$ cat src/rtl/stack_unit.sv
// -----------------------------------------------------------------------------
// stack_unit
//
// Bounded, descending hardware stack with on-block storage. It serves the
// PUSH / POP / LOAD-SP micro-ops issued by the control unit. It keeps an
// occupancy count and full/empty status. Bound violations are reported through
// sticky error flags, and the stack pointer is never allowed to wrap.
//
// The stack pointer always names the next free slot (empty-descending):
//   PUSH : mem[sp] <= push_data, sp <= sp - 1
//   POP  : pop_data <= mem[sp + 1], sp <= sp + 1   (one-cycle pop_valid pulse)
//   LOAD : sp <= load_sp when SP_BOTTOM-1 <= load_sp <= SP_TOP
//
// Ports
//   clk        system clock, rising-edge active
//   rst_n      asynchronous active-low reset
//   op_valid   command strobe; an op is accepted on every edge it is high
//   op         00 NOP, 01 PUSH, 10 POP, 11 LOAD
//   push_data  entry written by PUSH
//   load_sp    new stack pointer for LOAD
//   err_clr    clears the sticky error flags (a new fault on the same edge wins)
//   sp         current stack pointer
//   pop_data   registered data of the last successful POP
//   pop_valid  pulses for one cycle after each successful POP
//   full       sp == SP_BOTTOM - 1
//   empty      sp == SP_TOP
//   level      number of entries held (SP_TOP - sp)
//   err_ovf    sticky: PUSH attempted while full
//   err_unf    sticky: POP attempted while empty
//   err_load   sticky: LOAD attempted with an out-of-range value
// -----------------------------------------------------------------------------
module stack_unit #(
    parameter int unsigned       DATA_W    = 8,
    parameter int unsigned       ADDR_W    = 8,
    parameter logic [ADDR_W-1:0] SP_TOP    = 8'hFF,
    parameter logic [ADDR_W-1:0] SP_BOTTOM = 8'hB0
) (
    input  logic              clk,
    input  logic              rst_n,
    input  logic              op_valid,
    input  logic [1:0]        op,
    input  logic [DATA_W-1:0] push_data,
    input  logic [ADDR_W-1:0] load_sp,
    input  logic              err_clr,
    output logic [ADDR_W-1:0] sp,
    output logic [DATA_W-1:0] pop_data,
    output logic              pop_valid,
    output logic              full,
    output logic              empty,
    output logic [ADDR_W-1:0] level,
    output logic              err_ovf,
    output logic              err_unf,
    output logic              err_load
);

    typedef enum logic [1:0] {
        OP_NOP  = 2'b00,
        OP_PUSH = 2'b01,
        OP_POP  = 2'b10,
        OP_LOAD = 2'b11
    } op_e;

    localparam int unsigned DEPTH = 32'(SP_TOP) - 32'(SP_BOTTOM) + 1;
    localparam int unsigned IDX_W = (DEPTH > 1) ? $clog2(DEPTH) : 1;

    // sp value when every slot is occupied
    localparam logic [ADDR_W-1:0] SP_FULL   = SP_BOTTOM - ADDR_W'(1);
    // number of legal LOAD values above SP_FULL
    localparam logic [ADDR_W-1:0] LOAD_SPAN = SP_TOP - SP_FULL;

    logic [DATA_W-1:0] mem [DEPTH];
    logic [ADDR_W-1:0] sp_q;

    op_e              op_cmd;
    logic             is_push;
    logic             is_pop;
    logic             is_load;
    logic             load_in_range;
    logic             push_ok;
    logic             pop_ok;
    logic             load_ok;
    logic [IDX_W-1:0] wr_idx;
    logic [IDX_W-1:0] rd_idx;

    assign op_cmd  = op_e'(op);
    assign is_push = op_valid && (op_cmd == OP_PUSH);
    assign is_pop  = op_valid && (op_cmd == OP_POP);
    assign is_load = op_valid && (op_cmd == OP_LOAD);

    // Status is decoded straight from the registered pointer so it is valid
    // in the same cycle as sp.
    assign sp    = sp_q;
    assign full  = (sp_q == SP_FULL);
    assign empty = (sp_q == SP_TOP);
    assign level = SP_TOP - sp_q;

    // Offsetting by SP_FULL turns the two-sided range check into a single
    // unsigned compare: values below SP_FULL wrap to large offsets.
    assign load_in_range = (ADDR_W'(load_sp - SP_FULL) <= LOAD_SPAN);

    assign push_ok = is_push && !full;
    assign pop_ok  = is_pop && !empty;
    assign load_ok = is_load && load_in_range;

    // Slot addresses relative to the bottom of the storage array. Both indices
    // are only used when the corresponding op is legal, so they always hit a
    // real entry when they matter.
    assign wr_idx = IDX_W'(sp_q - SP_BOTTOM);
    assign rd_idx = IDX_W'(sp_q - SP_FULL);

    // NOTE: storage carries no reset. Its contents are undefined after
    // power-up, and leaving it out of the reset tree lets it map onto RAM.
    always_ff @(posedge clk) begin
        if (push_ok) begin
            mem[wr_idx] <= push_data;
        end
    end

    // NOTE: all sequential state uses non-blocking assignments, so every
    // right-hand side sees the pre-edge values regardless of statement order.
    always_ff @(posedge clk or negedge rst_n) begin
        if (!rst_n) begin
            sp_q      <= SP_TOP;
            pop_valid <= 1'b0;
            pop_data  <= '0;
            err_ovf   <= 1'b0;
            err_unf   <= 1'b0;
            err_load  <= 1'b0;
        end else begin
            pop_valid <= pop_ok;
            if (pop_ok) begin
                pop_data <= mem[rd_idx];
            end

            if (push_ok) begin
                sp_q <= sp_q - ADDR_W'(1);
            end else if (pop_ok) begin
                sp_q <= sp_q + ADDR_W'(1);
            end else if (load_ok) begin
                sp_q <= load_sp;
            end

            // A new fault takes priority over err_clr on the same edge.
            err_ovf  <= (is_push && full)           || (err_ovf  && !err_clr);
            err_unf  <= (is_pop && empty)           || (err_unf  && !err_clr);
            err_load <= (is_load && !load_in_range) || (err_load && !err_clr);
        end
    end

endmodule

$ cat config.mk
export PLATFORM = sky130hd
export DESIGN_NAME = stack_unit
export DESIGN_NICKNAME = d
export VERILOG_FILES = /design/src/rtl/stack_unit.sv
export SDC_FILE = /design/constraint.sdc
export NUM_CORES = 1
export LEC_CHECK = 0
export ABC_AREA = 1
export ABC_CLOCK_PERIOD_IN_PS = 3500
export BUFFER_PORTS_ARGS = -buffer_cell sky130_fd_sc_hd__buf_2
export CORE_MARGIN = 1.5
export CORE_UTILIZATION = 35
export DETAILED_ROUTE_END_ITERATION = 8
export GPL_ROUTABILITY_DRIVEN = 0
export PLACE_DENSITY = 0.56
export SETUP_SLACK_MARGIN = 0.3
export SYNTH_ARGS = -nofsm -noshare
export SYNTH_HDL_FRONTEND = slang
export SYNTH_SLANG_ARGS = --single-unit
$ cat constraint.sdc
create_clock -name clk -period 3.5 [get_ports clk]
set_input_delay 0.175 -clock clk [delete_from_list [all_inputs] [get_ports clk]]
set_output_delay 0.175 -clock clk [all_outputs]
set_load 0.005 [all_outputs]
==> metrics.txt <==
Post-CTS Setup Repair Bufs=0; CP Buf/Inv Count=2; final core utilization=40.9%; fin cells=3,772; H-tree level count=3; register area share after synthesis=70.8%; first-pass GRT wire length=114 mm; vias after detailed routing=19.1k; worst path required time=3.74 ns; maximum vdd drop=0.000543 V; XOR/XNOR Fraction of Synth Area=0.368%; initial antenna violation count=0; Clk Latency, worst-skew pair=0.61 ns; largest net degree at the start of global routing=234; WL per Instance=20.1 um; Tcrit/Tclk final=88.7%; commonest non-fill, non-tap cell in the layout=nand2_1; family with the most delay on the worst path=simple AND/OR/NAND/NOR gates; total negative slack=0 ns; headroom to the max-slew limit=21.1%; max-slew violations=0; Clock Sinks=660; reg-to-reg endpoint=mem[65][5]; Area Overhead vs Synth=15.7%; hold_sp=load_sp[2]; Rows=103; vias in the first global route=18.8k; final WL=75.9 mm; Reg area=19,700 um2; width of the chip=285 um; Pleak=0.0122 uW; routed vias/inst=5.05; total CTS buffers=71; hpwl dp=42.7 mm; die height=285 um; combinational family with the most area after synthesis=simple AND/OR/NAND/NOR gates; drt pass-1 iters=5; worst hold slack=0.0352 ns; Setup Crit Path Kind=flip-flop to flip-flop; R2R setup slack=0.40 ns; Clock Path Buffers=3; Adder-Cell Fraction of Synth Area=0.224%; initial drt markers=1,955; multi-input logic area=7160 um2; Critical-path top delay cell=nor2_1; power density over the cells=657 nW/um2; Total Routing Usage GR=18.4%; worst hold-check path type=input port to flip-flop; Final Setup Violations=0; slowest stage delay, CP=0.76 ns; Core Footprint=78,900 um2; Placed Cells=3,632; layout cell share with drive strength beyond 1=10.6%; Post-Syn Nets=2,609; Starting Density=35.3%; proportion of synthesized area in mux cells=0%; Crit. End Element=flip-flop; most frequent cells in the layout=nand2_1, edfxtp_1, nand3_1; fillers=7,512; critical path cell sequence=clkinv_1 > ha_1 > inv_1 > nand3_1 > nor2_1; Post-Synth Simple-Gate Area=20.9%; crit path DAT=3.34 ns; Die Area=81,400 um2; post-synthesis register bit count=660; Final Hold Vio Count=0; Peak Freq=0.322 GHz; CTS tree=done; synthesized area=27,900 um2; grt ovf=0; Slew @ Worst Pin=1.18 ns; Clock Pin Slew Worst Setup and Hold Paths=0.06 ns; post-route ant nets=0; Hold Crit Depth=5; outcome=complete, no violations; hold path endpoint=sp[2]; origin of the critical flop-to-flop path=sp[4]; fin nets=2,696; Compound-Gate Fraction of Synth Area=3.52%; Max Clock Skew=0.0201 ns; RSZ-0062 raised after global routing=yes; worst r2r path cells=5; I/O Pins=52; Residual DRC=0; Netlist cell types=29; Power Total=21,200 uW; cells after synthesis=2,582; root buffer cell=clkbuf_16; minimum clock period=3.10 ns; Critical Path Start Type=flip-flop; syn_area_per_cell=10.8 um2; port bufs=51; maxcap violations=0; antenna cell count=0; CP Max Fanout=9; total of warnings raised by yosys=0
sequential cells by signal, summed over array words and instances (netlist names):
register,cells
err_load,1
pop_data,8
err_ovf,1
sp,8
mem,640
pop_valid,1
err_unf,1
layer usage:
layer	routed length [um]	track usage, %	vias to the layer above
met5	0	0	-
met4	2130	5.99	0
met2	35800	29.5	641
met3	4800	2.87	126
li1	-	-	8932
met1	33200	25.5	9352
worst max-delay path by stage:
stage	startpoint	end	cells past startpoint
after detailed placement	sp[4]	mem[74][6]	9
after global placement	sp[4]	mem[66][4]	9
after CTS	sp[4]	mem[54][6]	9
after global routing	sp[4]	mem[11][4]	10
after floorplan	sp[0]	pop_data[4]	16
final	sp[4]	mem[65][5]	5
kinds of logic (layout without fill, tap and decap cells):
logic type | Yosys count | after routing
flip-flops | 660 | 660
XOR/XNOR | 10 | 10
adder cells (fa/ha/maj) | 5 | 5
AND/OR/NAND/NOR | 1427 | 1427
buffers and inverters | 303 | 443
AO/OA/AOI/OAI | 177 | 177
cell usage after synthesis (all sizes together):
cell type | n | area [um2]
nor3 | 3 | 15.0
o21ai | 134 | 671
xnor2 | 2 | 25.0
a21oi | 5 | 25.0
dfstp | 8 | 210
buf | 52 | 246
nor2 | 290 | 1090
ha | 5 | 62.6
o211ai | 35 | 263
edfxtp | 640 | 19200
inv | 163 | 612
clkbuf | 87 | 327
xor2 | 8 | 77.6
a41oi | 1 | 8.76
nand3 | 347 | 1750
clkinv | 1 | 3.75
dfrtp | 12 | 300
o21bai | 1 | 7.51
nand2 | 784 | 2940
o22ai | 1 | 6.26
nand4 | 3 | 18.8
stage by stage:
stage	setup WS [ns]	cell area, um2
finish	0.396	32300
global route	0.288	32300
CTS	0.133	32100
detailed placement	-0.0245	29700
global placement	0.121	29700
floorplan	0.850	27900
tightest hold or removal path, stage by stage:
cell and delay, ns:
buf_2 0.11, a21oi_1 0.07, o21ai_0 0.08, nand3_1 0.07
o21ai_1 0.08
repair_timing:
item	CTS	global route
resized for setup	19	29
endpoints found under the hold margin	26	0
setup endpoints to repair	192	472
pin swaps	0	1
cloned	0	3
hold buffers	11	0
cell type report:
cell class	count	area share, %
Multi-Input combinational cell	1619	22.2
Sequential cell	660	61.2
Timing Repair Buffer	153	3.73
Clock buffer	98	6.08
Tap cell	1050	4.07
Inverter	164	1.95
Clock inverter	28	0.826
power breakdown:
group / internal, uW / switching, uW
sequential: 8770 / 123
clock: 4290 / 2980
combinational: 1440 / 3610
(Power assumes the default switching activity.)
